$ cat config.mk
export PLATFORM = sky130hd
export DESIGN_NAME = reset_sequencer
export DESIGN_NICKNAME = d
export VERILOG_FILES = /design/src/rtl/rst_seq_pkg.sv /design/src/rtl/rst_seq_wdt.sv /design/src/rtl/reset_sequencer.sv
export SDC_FILE = /design/constraint.sdc
export NUM_CORES = 1
export LEC_CHECK = 0
export ABC_AREA = 1
export BUFFER_PORTS_ARGS = -buffer_cell sky130_fd_sc_hd__buf_2
export CAP_MARGIN = 10
export CORE_UTILIZATION = 61
export CTS_BUF_LIST = sky130_fd_sc_hd__clkbuf_4 sky130_fd_sc_hd__clkbuf_8
export DETAILED_ROUTE_END_ITERATION = 8
export MAX_ROUTING_LAYER = met4
export PLACE_DENSITY = 0.82
export SETUP_SLACK_MARGIN = 0.4
export SLEW_MARGIN = 20
export SYNTH_ARGS = -nofsm -noshare
export SYNTH_HDL_FRONTEND = slang
export SYNTH_SLANG_ARGS = --single-unit
export TNS_END_PERCENT = 5
$ cat constraint.sdc
create_clock -name CLK -period 1.41 [get_ports CLK]
set_input_delay 0.141 -clock CLK [delete_from_list [all_inputs] [get_ports CLK]]
set_output_delay 0.141 -clock CLK [all_outputs]
set_load 0.05 [all_outputs]
$ cat src/rtl/rst_seq_pkg.sv
// rst_seq_pkg: shared state type, counter sizing helper and default timing
// constants for the reset sequencer and its optional watchdog
// (RSTSEQ_WDT_EN).
package rst_seq_pkg;

    // Sequencer states.
    //   HOLD    | every domain held in reset, stretching the reset source
    //   RELEASE | domains 1..STAGES-1 being released one per gap
    //   RUN     | all domains released, accepting software/watchdog resets
    typedef enum logic [1:0] {
        HOLD    = 2'd0,
        RELEASE = 2'd1,
        RUN     = 2'd2
    } rst_seq_state_t;

    localparam int RSTSEQ_HOLD_DEF = 16;
    localparam int RSTSEQ_GAP_DEF  = 4;
    localparam int RSTSEQ_WDT_DEF  = 1024;

    // Width of the shared sequencing counter. It must be able to hold the
    // largest of the three timing parameters.
    function automatic int cnt_width(input int hold, input int gap, input int wdt);
        int m;
        m = hold;
        if (gap > m) m = gap;
        if (wdt > m) m = wdt;
        return $clog2(m + 1);
    endfunction

endpackage

$ cat src/rtl/rst_seq_wdt.sv
// rst_seq_wdt: watchdog for the reset sequencer. Counts edges spent in RUN,
// clears on a kick or whenever the sequencer is not in RUN, and raises a
// sticky flag on expiry. Only instantiated when RSTSEQ_WDT_EN is defined.
module rst_seq_wdt #(
    parameter int WDT_CYCLES = 1024
) (
    input  logic CLK,
    input  logic RST,
    input  logic RUN,
    input  logic KICK,
    output logic EXPIRE,
    output logic FLAG
);

    localparam int WW = $clog2(WDT_CYCLES + 1);

    logic [WW-1:0] wcnt_q;
    logic          flag_q;

    // Expiry fires on the edge the count reaches WDT_CYCLES-1 unless a kick
    // arrives on that same edge.
    assign EXPIRE = RUN && !KICK && (wcnt_q == WW'(WDT_CYCLES - 1));
    assign FLAG   = flag_q;

    // Edge counter: only advances in RUN; cleared on kick, expiry or outside RUN.
    always_ff @(posedge CLK or posedge RST) begin
        if (RST) begin
            wcnt_q <= '0;
        end else if (!RUN || KICK || EXPIRE) begin
            wcnt_q <= '0;
        end else begin
            wcnt_q <= wcnt_q + WW'(1);
        end
    end

    // Sticky expiry flag; only the hard reset clears it.
    always_ff @(posedge CLK or posedge RST) begin
        if (RST) begin
            flag_q <= 1'b0;
        end else if (EXPIRE) begin
            flag_q <= 1'b1;
        end
    end

endmodule

$ cat src/rtl/reset_sequencer.sv
// reset_sequencer: stretches a raw active-high reset into a minimum hold,
// then releases STAGES active-low reset domains in order with a fixed gap.
// Software reset requests are taken over a req/ack handshake while in RUN.
// Defining RSTSEQ_WDT_EN adds the WDT_KICK port and a watchdog that re-enters
// the sequence on expiry; otherwise WDT_FLAG is tied low.
module reset_sequencer
    import rst_seq_pkg::*;
#(
    parameter int STAGES      = 3,
    parameter int HOLD_CYCLES = RSTSEQ_HOLD_DEF,
    parameter int GAP_CYCLES  = RSTSEQ_GAP_DEF,
    parameter int WDT_CYCLES  = RSTSEQ_WDT_DEF
) (
    input  logic              CLK,
    input  logic              RST,
    input  logic              SW_RST_REQ,
`ifdef RSTSEQ_WDT_EN
    input  logic              WDT_KICK,
`endif
    output logic [STAGES-1:0] RST_OUT_,
    output logic              RST_DONE,
    output logic              SW_RST_ACK,
    output logic              WDT_FLAG
);

    localparam int CW = cnt_width(HOLD_CYCLES, GAP_CYCLES, WDT_CYCLES);
    localparam int SW = $clog2(STAGES + 1);

    if (STAGES < 1 || STAGES > 8) begin : g_bad_stages
        $error("reset_sequencer: STAGES must be in 1..8");
    end
    if (HOLD_CYCLES < 2) begin : g_bad_hold
        $error("reset_sequencer: HOLD_CYCLES must be at least 2");
    end
    if (GAP_CYCLES < 1) begin : g_bad_gap
        $error("reset_sequencer: GAP_CYCLES must be at least 1");
    end

    rst_seq_state_t    state_q, state_d;
    logic [CW-1:0]     cnt_q, cnt_d;
    logic [SW-1:0]     stage_q, stage_d;
    logic [STAGES-1:0] out_q, out_d;
    logic              done_q, done_d;
    logic              ack_q, ack_d;
    logic              req_q;
    logic              in_run;
    logic              sw_hit;
    logic              wdt_expire;

    assign in_run = (state_q == RUN);
    assign sw_hit = in_run && req_q;

`ifdef RSTSEQ_WDT_EN
    rst_seq_wdt #(
        .WDT_CYCLES(WDT_CYCLES)
    ) u_wdt (
        .CLK    (CLK),
        .RST    (RST),
        .RUN    (in_run),
        .KICK   (WDT_KICK),
        .EXPIRE (wdt_expire),
        .FLAG   (WDT_FLAG)
    );
`else
    assign wdt_expire = 1'b0;
    assign WDT_FLAG   = 1'b0;
`endif

    // Software request sampler: a request only counts if seen while in RUN,
    // so requests raised during HOLD/RELEASE are dropped rather than queued.
    always_ff @(posedge CLK or posedge RST) begin
        if (RST) begin
            req_q <= 1'b0;
        end else begin
            req_q <= SW_RST_REQ && in_run;
        end
    end

    // State, counter, stage index and registered outputs.
    always_ff @(posedge CLK or posedge RST) begin
        if (RST) begin
            state_q <= HOLD;
            cnt_q   <= '0;
            stage_q <= '0;
            out_q   <= '0;
            done_q  <= 1'b0;
            ack_q   <= 1'b0;
        end else begin
            state_q <= state_d;
            cnt_q   <= cnt_d;
            stage_q <= stage_d;
            out_q   <= out_d;
            done_q  <= done_d;
            ack_q   <= ack_d;
        end
    end

    // Next-state logic: hold stretch, ordered release, then restart on
    // software request or watchdog expiry.
    always_comb begin
        state_d = state_q;
        cnt_d   = cnt_q;
        stage_d = stage_q;
        out_d   = out_q;
        done_d  = done_q;
        ack_d   = 1'b0;

        case (state_q)
            HOLD: begin
                if (cnt_q == CW'(HOLD_CYCLES - 1)) begin
                    out_d[0] = 1'b1;
                    cnt_d    = '0;
                    stage_d  = SW'(1);
                    if (STAGES == 1) begin
                        state_d = RUN;
                        done_d  = 1'b1;
                    end else begin
                        state_d = RELEASE;
                    end
                end else begin
                    cnt_d = cnt_q + CW'(1);
                end
            end

            RELEASE: begin
                if (cnt_q == CW'(GAP_CYCLES - 1)) begin
                    for (int i = 1; i < STAGES; i++) begin
                        if (stage_q == SW'(i)) begin
                            out_d[i] = 1'b1;
                        end
                    end
                    stage_d = stage_q + SW'(1);
                    cnt_d   = '0;
                    if (stage_q == SW'(STAGES - 1)) begin
                        state_d = RUN;
                        done_d  = 1'b1;
                    end
                end else begin
                    cnt_d = cnt_q + CW'(1);
                end
            end

            RUN: begin
                if (sw_hit || wdt_expire) begin
                    state_d = HOLD;
                    cnt_d   = '0;
                    stage_d = '0;
                    out_d   = '0;
                    done_d  = 1'b0;
                    ack_d   = sw_hit;
                end
            end

            default: begin
                state_d = HOLD;
                cnt_d   = '0;
                stage_d = '0;
                out_d   = '0;
                done_d  = 1'b0;
            end
        endcase
    end

    assign RST_OUT_   = out_q;
    assign RST_DONE   = done_q;
    assign SW_RST_ACK = ack_q;

endmodule
Word level (Yosys, flattened, before mapping)
Index checks and enable logic that the tools add are counted.
{"block": "totals", "regBits": 21, "in_bits": 3, "output_inout_bits": 6, "elab_cells": 55}
{"block": "classes", "add_sub_neg": 2, "eq_ne": 11, "mux": 23, "bitwise": 2, "n_reduce_logical": 8}
{"op": "2-to-1 mux 11 bit", "count": 3}
{"op": "one-hot mux 11 bit (3 select lines)", "count": 1}
{"op": "one-hot mux 2 bit (3 select lines)", "count": 3}
{"op": "2-to-1 mux 2 bit", "count": 6}
{"op": "AND reduction 4 bit", "count": 3}
{"op": "adder 11 x 1 -> 11 bit (second input constant)", "count": 1}
{"op": "== test 11 x 2 -> 1 bit (second input constant)", "count": 1}
{"op": "== test 11 x 4 -> 1 bit (second input constant)", "count": 1}
{"op": "!= test 2 bit (second input constant)", "count": 4}
{"op": "2-to-1 mux 1 bit", "count": 7}
{"op": "one-hot mux 1 bit (3 select lines)", "count": 2}
{"op": "AND reduction 3 bit", "count": 2}
{"op": "== test 2 x 1 -> 1 bit (second input constant)", "count": 2}
{"op": "== test 2 bit (second input constant)", "count": 2}
{"op": "2-to-1 mux 3 bit", "count": 1}
{"op": "adder 2 x 1 -> 2 bit (second input constant)", "count": 1}
{"op": "logical AND 1 bit", "count": 2}
{"op": "zero test 2 bit", "count": 1}
{"op": "!= test 2 x 1 -> 1 bit (second input constant)", "count": 1}
{"op": "inverter 1 bit", "count": 2}

Logic depth before layout (Yosys ltp)
Gate-level depths: netlist (run 1).
{"block": "depth", "word_depth": 4, "ltp_mapped": 8}

Worst setup path before layout (run 1)
No wires, ideal clock.
{"block": "synth_timing", "kind": "reg-to-reg", "from": "register cnt_q[0]", "to": "register cnt_q[2]", "setup_time_ns": 0.123, "arrival_time_ns": 1.158, "slack_ns": 0.130, "path_stages_with_launch": 9, "n_path_buf": 0, "path_cell_list": "dfrtp_1 > ha_1 > nand3_2 > nor2_1 > nand2_1 > nand2_2 > nand2_4 > inv_2 > o21ai_1"}
{"block": "synth_via", "elab_chain_len": 3, "word_cells_on_any_way": 6}
{"item": "from (decl)", "line": "reset_sequencer.sv:40", "source": "logic [CW-1:0] cnt_q, cnt_d;"}
{"item": "from (signal assigned)", "line": "reset_sequencer.sv:90", "source": "cnt_q <= cnt_d;"}
{"item": "adder 11 x 1 -> 11 bit, or another cell as far along", "line": "reset_sequencer.sv:121, reset_sequencer.sv:139"}
{"item": "2-to-1 mux 11 bit (on tied branches)", "line": "reset_sequencer.sv:126, reset_sequencer.sv:110"}
{"item": "one-hot mux 11 bit (3 select lines) (*)", "line": "reset_sequencer.sv:108", "source": "case (state_q)"}
Every way passes the cells marked *; elsewhere a longest branch is shown, timed or not.
A chain may end at the register's enable or synchronous reset.

Worst setup path in the final report (run 1)
{"block": "layout_timing", "from": "register cnt_q[2]", "to": "register cnt_q[0]"}
{"block": "layout_via", "elab_chain_len": 3, "word_cells_on_any_way": 5}
{"item": "== test 11 x 2 -> 1 bit or == test 11 x 4 -> 1 bit (tied branches)", "line": "reset_sequencer.sv:126, reset_sequencer.sv:110"}
{"item": "2-to-1 mux 11 bit (on tied branches)", "line": "reset_sequencer.sv:126, reset_sequencer.sv:110"}
{"item": "one-hot mux 11 bit (3 select lines) (*)", "line": "reset_sequencer.sv:108"}
Marked as above.

==> impl_metrics.tcl, run 1 <==
set metrics [dict create \
    finalHoldViolations 0 \
    io_pins 9 \
    ys_seq_area_share_pct 45.1 \
    startpoint "cnt_q[2]$_DFFE_PP0P_" \
    setup_slack_ns -0.0813 \
    vias_per_cell 5.66 \
    io_buffers 7 \
    final_core_util_pct 80.7 \
    n_fill_cell 111 \
    seqPwrFrac_pct 32.9 \
    grt_pass1_vias 891 \
    failed_checks "negative setup slack" \
    syn_to_final_growth_pct 24.1 \
    clock_latency_ns 0.30 \
    hold_end "req_q$_DFF_PP0_" \
    worstPathArrival_ns 1.69 \
    ys_seq_elements 20 \
    cts_buffer_depth 2 \
    cp_top_family "simple AND/OR/NAND/NOR gates" \
    wl_um 2800 \
    switching_share_pct 48.4 \
    cts_inserted_buffers 3 \
    hold_start "SW_RST_REQ" \
    placed_cell_area_mm2 0.00120 \
    initial_core_util_pct 65.0 \
    cp_slowest_stage_delay_ns 0.48 \
    antenna_left 0 \
    crit_buf_inv 1 \
    cp_slowest_cell "dfrtp_2" \
    avgSynthCellArea_um2 7.55 \
    cp_max_fo 7 \
    grt_usage_pct 26.3 \
    rr_endpoint "cnt_q[0]$_DFFE_PP0P_" \
    fmax_ghz 0.671 \
    layout_commonest_cell "nand2_1" \
    vias 1103 \
    ir_worst_vdd_mv 1.12 \
    r2r-start "cnt_q[2]$_DFFE_PP0P_" \
    p_total_uw 2640 \
    dp_hpwl_um 1620 \
    dpl.cell_count 182 \
    p_int_uw 1360 \
    critPathKind "flip-flop to flip-flop" \
    async_flop_share_pct 100 \
    yosysWarningCount 0 \
    synth-edff-count 0 \
    min_path_type "input pin to flip-flop" \
    drt-pass1-iter-count 5 \
    crit_path_cell_trace "nor2_1 -> nand2_1 -> nor2_1 -> nand2_1 -> nand2_4 -> nand2_4 -> inv_4 -> o21ai_1" \
    grt-ovfl-total 0 \
    worstHoldPathCells 3 \
    cp-start-kind "flip-flop" \
    core.rowCount 15 \
    grt_pass1_wl_um 3640 \
    initialDrtViolationCount 72 \
    powerDensity_mw_per_mm2 1910 \
    p_clk_share_pct 12.6 \
    gp_congestion 0.947 \
    leakage_uw 0.000709 \
    ys_types 23 \
    setup_viol 16 \
    hold_ws_ns 0.0344 \
    run_status "complete, but fails checks" \
    syn-num-nets 153 \
    tritoncts "done" \
    required_ns 1.60 \
    antenna_found_initial 0 \
    drv_slew 0 \
    drive_above_1_share_pct 24.7 \
    finalNonFillerCells 195 \
    die_area_mm2 0.00199 \
    drc_errors 0 \
    grt_max_degree 21 \
    core_region_area_mm2 0.00171 \
    die_w_um 44.7 \
    period_share_pct 106 \
    fin_area_mm2 0.00138 \
    cp-end-kind "flip-flop" \
    synthFlopType "dfrtp_1" \
    syn_inst 147 \
    avgRoutedWirePerCell_um 14.3 \
    fin_crit_ns 1.49 \
    antennaDiodeCount 0 \
    clkTransAtPathRegs_ns 0.11 \
    worst-r2r-setup-slack_ns -0.08 \
    cts_root_buf "clkbuf_4" \
    clock_skew_ns 0.00522 \
    syn_area_mm2 0.00111 \
    maxCapViolCount 0 \
    htree_levels 1 \
    power.net_switching_uw 1280 \
    rsz0062_at_grt "yes" \
    r2r_cells 8 \
    p_comb_share_pct 54.5 \
    nets 177 \
    layout_common_cells "nand2_1, inv_1, dfrtp_1" \
    clkSinkCount 20 \
    dieHeight_um 44.7 \
]
==> synthesized netlist by cell type, types with 2 or more instances <==
library cell,instances,area share (%)
inv_1,20,6.8
ha_1,3,3.4
buf_4,2,1.4
o21ai_1,6,2.7
nand4_1,3,1.7
nand2_2,2,1.1
xor2_1,2,1.6
nor2_1,18,6.1
a21oi_1,5,2.3
nand2_1,38,13
nand3_1,14,6.3
o21ai_0,4,1.8
dfrtp_1,20,45
==> worst register-to-register path: cells and delay by family, from the launching register on <==
kind	cells	cell delay [ns]
AOI/OAI and AO/OA	1	0.06
buffers and inverters	1	0.08
DFF	1	0.48
and+or+nand+nor	6	0.75
==> metal layers <==
layer,track usage (%),wire (um)
met1,31.4,1060
met2,44.4,1390
met3,2.45,193
met4,12.7,152
met5,-,0
==> repair_timing <==
action | CTS | global route
setup endpoints to repair | 23 | 23
pin swaps | 1 | 6
hold buffers | 1 | 0
resized for setup | 4 | 13
endpoints found under the hold margin | 20 | 0
cloned | 0 | 1
buffers inserted | 3 | 4
==> final cells by class <==
cell class                 count  area, um^2  area share (%)
timing repair buffer          21         143            10.4
sequential                    20         502            36.4
inverter                      21        81.3            5.90
clock buffer                   4        36.3            2.63
multi-input combinational    104         584            42.4
tap                           25        31.3            2.27
==> metrics by stage <==
stage | TNS [ns] | worst slack, ns
after detailed placement | 0 | 0.0203
after CTS | 0 | 0.0680
after global routing | -3.30 | -0.266
final | -0.921 | -0.0813
after global placement | 0 | 0.0285
after floorplan | 0 | 0.164
==> flip-flops by register name, indices dropped and copies added, names as in the netlist <==
name	count
stage_q	2
RST_OUT_	3
cnt_q	11
state_q	2
SW_RST_ACK	1
req_q	1
==> power by group through the flow <==
stage          registers, uW  logic [uW]  clock network (uW)
6_report                 866        1440                 333
5_1_grt                  886        1560                 358
4_1_cts                  845        1190                 336
3_5_place_dp             866        1100                   0
3_3_place_gp             860        1080                   0
2_1_floorplan            998         732                   0
==> logic make-up after synthesis <==
logic type      after synthesis  synth area share (%)
compound gates               16                  7.44
xor+xnor                      3                  2.37
fa+ha+maj                     3                  3.38
buf+inv                      24                  8.91
flops                        20                  45.1
other cells                   1                 0.338
simple gates                 80                  32.5
==> how the worst max path moves through the flow <==
stage,endpoint,slack (ns),cells after the start
after floorplan,cnt_q[2]$_DFFE_PP0P_,0.16,8
after global placement,stage_q[1]$_DFFE_PP0P_,0.03,7
after detailed placement,RST_OUT_[0]$_DFFE_PP0P_,0.02,7
after CTS,cnt_q[4]$_DFFE_PP0P_,0.07,8
after global routing,state_q[0]$_DFFE_PP0P_,-0.27,7
final,cnt_q[0]$_DFFE_PP0P_,-0.08,8
No activity file was read; power rests on OpenSTA's default activity.
==> run 2: changes to the inputs <==
--- a/config.mk
+++ b/config.mk
@@ -6,13 +6,13 @@
 export NUM_CORES = 1
 export LEC_CHECK = 0
 export ABC_AREA = 1
-export BUFFER_PORTS_ARGS = -buffer_cell sky130_fd_sc_hd__buf_2
 export CAP_MARGIN = 10
-export CORE_UTILIZATION = 61
+export CORE_UTILIZATION = 64
 export CTS_BUF_LIST = sky130_fd_sc_hd__clkbuf_4 sky130_fd_sc_hd__clkbuf_8
 export DETAILED_ROUTE_END_ITERATION = 8
+export DONT_BUFFER_PORTS = 1
 export MAX_ROUTING_LAYER = met4
-export PLACE_DENSITY = 0.82
+export PLACE_DENSITY = 0.81
 export SETUP_SLACK_MARGIN = 0.4
 export SLEW_MARGIN = 20
 export SYNTH_ARGS = -nofsm -noshare
==> run 2 against run 1 <==
- the run still ends with negative setup slack left
- critical path depth shrank 1
- clock skew is 0.0041 ns lower
- die area shrank 4.5%
- sequential share of layout area decreased by 0.60 points
==> impl_metrics.tcl, run 2 (same netlist as run 1, synthesis figures left out) <==
set metrics [dict create \
    run_status "complete, but fails checks" \
    failed_checks "negative setup slack" \
    antennaDiodeCount 0 \
    htree_levels 1 \
    grt-ovfl-total 0 \
    core.rowCount 14 \
    clkTransAtPathRegs_ns 0.11 \
    largest_register_ffs 11 \
    setup_viol 18 \
    p_clk_share_pct 12.4 \
    rsz0062_at_grt "yes" \
    grt_max_degree 12 \
    initialDrtViolationCount 91 \
    period_share_pct 109 \
    maxCapViolCount 0 \
    register_area_um2 504 \
    drc_errors 0 \
    io_pins 9 \
    drv_slew 0 \
    cp_max_fo 7 \
    setup_slack_ns -0.122 \
    drt-pass1-iter-count 5 \
    dieHeight_um 43.6 \
    vias_per_cell 6.28 \
    min_path_type "input pin to async pin" \
    leakage_uw 0.000719 \
    clkSinkCount 20 \
    grt_pass1_vias 944 \
    drive_above_1_share_pct 25.3 \
    antenna_found_initial 0 \
    antenna_left 0 \
    critPathKind "flip-flop to flip-flop" \
    required_ns 1.64 \
    vias 1169 \
    n_fill_cell 57 \
    io_buffers 0 \
    cts_inserted_buffers 3 \
    core_region_area_mm2 0.00156 \
    dp_hpwl_um 1610 \
    seqPwrFrac_pct 36.8 \
    setup-tns-final_ns -1.11 \
    powerDensity_mw_per_mm2 1940 \
    crit_path_cell_trace "nor2_1 -> nand2_1 -> nor2_1 -> nand2_1 -> nand2_4 -> nand3_1 -> a21oi_1" \
    largest_register "cnt_q" \
    multi_input_area_um2 583 \
    nets 177 \
    grt_usage_pct 29.9 \
    fin_crit_ns 1.53 \
    clock_skew_ns 0.00114 \
    fin_area_mm2 0.00141 \
    layout_common_cells "nand2_1, inv_1, dfrtp_1" \
    tritoncts "done" \
    cp-start-kind "flip-flop" \
    cts_root_buf "clkbuf_4" \
    initial_core_util_pct 71.2 \
    cp_slowest_stage_delay_ns 0.41 \
    die_area_mm2 0.00190 \
    p_int_uw 1410 \
    die_w_um 43.6 \
    cp-end-kind "flip-flop" \
    ir_worst_vdd_mv 1.33 \
    switching_share_pct 48.3 \
    final_core_util_pct 90.3 \
    avgRoutedWirePerCell_um 17.4 \
    power.net_switching_uw 1320 \
    syn_to_final_growth_pct 26.8 \
    layout_commonest_cell "nand2_1" \
    cts_buffer_depth 2 \
    finalHoldViolations 0 \
    p_comb_share_pct 50.7 \
    gp_congestion 0.908 \
    cp_slowest_cell "dfrtp_1" \
    fmax_ghz 0.653 \
    placed_cell_area_mm2 0.00118 \
    grt_pass1_wl_um 4030 \
    wl_um 3240 \
    clock_latency_ns 0.30 \
    place_ws_ns 0.0290 \
    worstPathArrival_ns 1.76 \
]
run 2: cell count changes in the layout (fill, tap and decap cells not counted), moves of 2 or more:
cell	delta
buf_2	-7
buf_4	+3
buf_6	+2
dfrtp_1	-2
dfrtp_2	+2
run 2: metal layers:
metal	wire (um)	track usage, %	up-vias
met5	0	-	-
met4	133	13.8	0
met3	308	3.75	21
met2	1590	46.0	96
met1	1210	39.2	546
li1	-	-	506
run 2: path summary, 6_finish.rpt:
| path | slack [ns] | to | depth (start not counted) | startpoint |
|---|---|---|---|---|
| min in group CLK | 0.52 | req_q$_DFF_PP0_ | 3 | SW_RST_REQ |
| setup / recovery | -0.12 | RST_OUT_[1]$_DFFE_PP0P_ | 7 | cnt_q[7]$_DFFE_PP0P_ |
| setup reg to reg | -0.12 | RST_OUT_[1]$_DFFE_PP0P_ | 7 | cnt_q[7]$_DFFE_PP0P_ |
| hold / removal | 0.27 | SW_RST_ACK$_DFF_PP0_ | 2 | RST |
| max in group asynchronous | 0.63 | cnt_q[3]$_DFFE_PP0P_ | 3 | RST |
| hold reg to reg | 0.54 | stage_q[1]$_DFFE_PP0P_ | 2 | stage_q[1]$_DFFE_PP0P_ |
run 2: metrics by stage:
stage                     std cells  hold WS (ns)  power (uW)
after floorplan                 147         0.105        1730
after global routing            186         0.295        2860
after detailed placement        169        0.0313        1940
after global placement          169        0.0256        1920
final                           186         0.271        2730
after CTS                       180         0.272        2400
run 2: worst max-delay path: cells and delay by family (launching register included):
kind / cells / cell delay, ns
and+or+nand+nor: 6 / 0.85
DFF: 1 / 0.41
AOI/OAI and AO/OA: 1 / 0.19
run 2: area by class of cell:
type	count	area share (%)
well taps	16	1.42
multi-input cells	104	41.4
clock buffers	4	2.58
flip-flops and latches	20	35.8
inverters	21	5.78
repair buffers	21	13.0
run 2: what timing repair did:
action,4_1_cts,5_1_grt
gates cloned,1,0
pin swaps,4,8
endpoints found under the hold margin,11,0
setup buffers,4,6
endpoints found under the setup margin,23,23
hold buffers,2,0
gates resized for setup,5,19
run 2: power by group through the flow:
stage | clock [uW] | sequential, uW | combinational, uW
6_report | 340 | 1010 | 1390
4_1_cts | 325 | 959 | 1110
2_1_floorplan | 0 | 998 | 732
3_5_place_dp | 0 | 973 | 970
5_1_grt | 363 | 1020 | 1480
3_3_place_gp | 0 | 964 | 954
==> run 3: changes to the inputs <==
--- a/config.mk
+++ b/config.mk
@@ -7,12 +7,12 @@
 export LEC_CHECK = 0
 export ABC_AREA = 1
 export CAP_MARGIN = 10
-export CORE_UTILIZATION = 64
+export CORE_UTILIZATION = 65
 export CTS_BUF_LIST = sky130_fd_sc_hd__clkbuf_4 sky130_fd_sc_hd__clkbuf_8
 export DETAILED_ROUTE_END_ITERATION = 8
 export DONT_BUFFER_PORTS = 1
 export MAX_ROUTING_LAYER = met4
-export PLACE_DENSITY = 0.81
+export PLACE_DENSITY = 0.82
 export SETUP_SLACK_MARGIN = 0.4
 export SLEW_MARGIN = 20
 export SYNTH_ARGS = -nofsm -noshare
==> constraint.sdc (replaced) <==
create_clock -name CLK -period 1.8 [get_ports CLK]
set_input_delay 0.18 -clock CLK [delete_from_list [all_inputs] [get_ports CLK]]
set_output_delay 0.18 -clock CLK [all_outputs]
set_load 0.05 [all_outputs]
==> run 3 against run 2 <==
- the flow finishes with violations (design-rule violations)
- worst hold slack improved by 0.17 ns
- global-route usage is 0.81 points lower
- sequential share of layout area rose by 3.1 points
- count of clock-buffer cells in the layout fell by 1
==> impl_metrics.tcl, run 3 (same netlist as run 1, synthesis figures left out) <==
set metrics [dict create \
    run_status "complete, but fails checks" \
    failed_checks "design-rule violations" \
    cp_slowest_cell "dfrtp_1" \
    gp_congestion 0.929 \
    leakage_uw 0.000649 \
    cp-start-kind "flip-flop" \
    drv_slew 0 \
    worstPathArrival_ns 1.73 \
    cts_inserted_buffers 3 \
    rsz0062_at_grt "yes" \
    fmax_ghz 0.674 \
    worstMarginPinSlew_ns 0.750 \
    cp-end-kind "flip-flop" \
    syn_to_final_growth_pct 16.7 \
    core.rowCount 14 \
    dieHeight_um 43.3 \
    largest_register_ffs 11 \
    grt_max_degree 21 \
    drt-pass1-iter-count 6 \
    worst-r2r-setup-slack_ns 0.32 \
    fin_crit_ns 1.48 \
    maxSlewHeadroom_pct 50.0 \
    cts_root_buf "clkbuf_4" \
    clock_skew_ns 0.00391 \
    wl_um 2740 \
    cp_max_fo 5 \
    cp_top_family "simple AND/OR/NAND/NOR gates" \
    initialDrtViolationCount 97 \
    grt_pass1_wl_um 3840 \
    n_fill_cell 99 \
    min_path_type "input pin to async pin" \
    die_area_mm2 0.00188 \
    fin_area_mm2 0.00129 \
    largest_register "cnt_q" \
    placed_cell_area_mm2 0.00112 \
    layout_commonest_cell "nand2_1" \
    die_w_um 43.3 \
    antenna_left 0 \
    worst_path_most_repeated_cell "nand2_1" \
    antenna_found_initial 0 \
    crit_path_cell_trace "buf_4 -> buf_6 -> nand3_4 -> nor3_4 -> nand3_1 -> nand2_1 -> nand3_2 -> nand2_1" \
    htree_levels 1 \
    hold_ws_ns 0.441 \
    required_ns 2.04 \
    final_core_util_pct 83.1 \
    grt-ovfl-total 0 \
    nets 166 \
    io_buffers 0 \
    layout_common_cells "nand2_1, inv_1, dfrtp_1" \
    tritoncts "done" \
    powerDensity_mw_per_mm2 1480 \
    routed.top_layer "met4" \
    io_pins 9 \
    finalHoldViolations 0 \
    clock_latency_ns 0.30 \
    ir_worst_vdd_mv 0.965 \
    crit_buf_inv 2 \
    maxCapViolCount 0 \
    critPathKind "flip-flop to flip-flop" \
    vias 1059 \
    clkTransAtPathRegs_ns 0.10 \
    antennaDiodeCount 0 \
    initial_core_util_pct 71.2 \
    wl_met1_um 1050 \
    setup_viol 0 \
    clkSinkCount 20 \
    core_region_area_mm2 0.00156 \
    cts_buffer_depth 2 \
    setup-tns-final_ns 0 \
    finalNonFillerCells 174 \
    cp_slowest_stage_delay_ns 0.41 \
    drive_above_1_share_pct 20.3 \
    wl_met3_um 266 \
    period_share_pct 82.4 \
    vias_per_cell 6.09 \
    grt_usage_pct 29.0 \
    dp_hpwl_um 1540 \
    dpl.cell_count 162 \
    avgRoutedWirePerCell_um 15.7 \
    met2WireLength_um 1330 \
    drc_errors 2 \
    grt_pass1_vias 924 \
]
run 3: changes by cell type in the layout (fill, tap and decap cells not counted), sizes merged:
cell	change
clkbuf	-1
buf	-11
run 3: path summary, 6_finish.rpt:
kind                                          from  cells past startpoint                      end
setup / recovery              cnt_q[0]$_DFFE_PP0P_                      8     cnt_q[9]$_DFFE_PP0P_
hold / removal                                 RST                      2  RST_OUT_[1]$_DFFE_PP0P_
setup reg to reg              cnt_q[0]$_DFFE_PP0P_                      8     cnt_q[9]$_DFFE_PP0P_
hold reg to reg            RST_OUT_[2]$_DFFE_PP0P_                      2  RST_OUT_[2]$_DFFE_PP0P_
max in group asynchronous                      RST                      2     cnt_q[6]$_DFFE_PP0P_
min in group CLK           RST_OUT_[2]$_DFFE_PP0P_                      2  RST_OUT_[2]$_DFFE_PP0P_
run 3: through the flow:
step	total power, uW	worst slack (ns)
CTS	1790	0.419
detailed placement	1490	0.286
finish	1920	0.317
global route	2050	0.259
global placement	1470	0.323
floorplan	1350	0.520
run 3: per-layer routing:
layer,up-vias,GRT usage [%]
met4,0,11.9
li1,485,-
met3,13,5.11
met5,-,-
met2,79,44.2
met1,482,38.3
run 3: final cells by class:
cell class	count	area, um^2	area share [%]
Tap cell	16	20.0	1.55
Clock buffer	3	22.5	1.74
Multi-Input combinational cell	104	586	45.2
Timing Repair Buffer	10	83.8	6.47
Inverter	21	78.8	6.09
Sequential cell	20	504	38.9
run 3: what timing repair did:
action                     CTS  global route
setup endpoints to repair   15            18
setup buffers                3             3
pin swaps                    3             6
hold endpoints to repair    21             0
resized for setup            5            15
cloned                       1             0
hold buffers                 2             0
run 3: report_power, final:
part | switching, uW | internal [uW]
Sequential | 199 | 568
Clock | 127 | 78.1
Combinational | 626 | 319
Total | 952 | 965
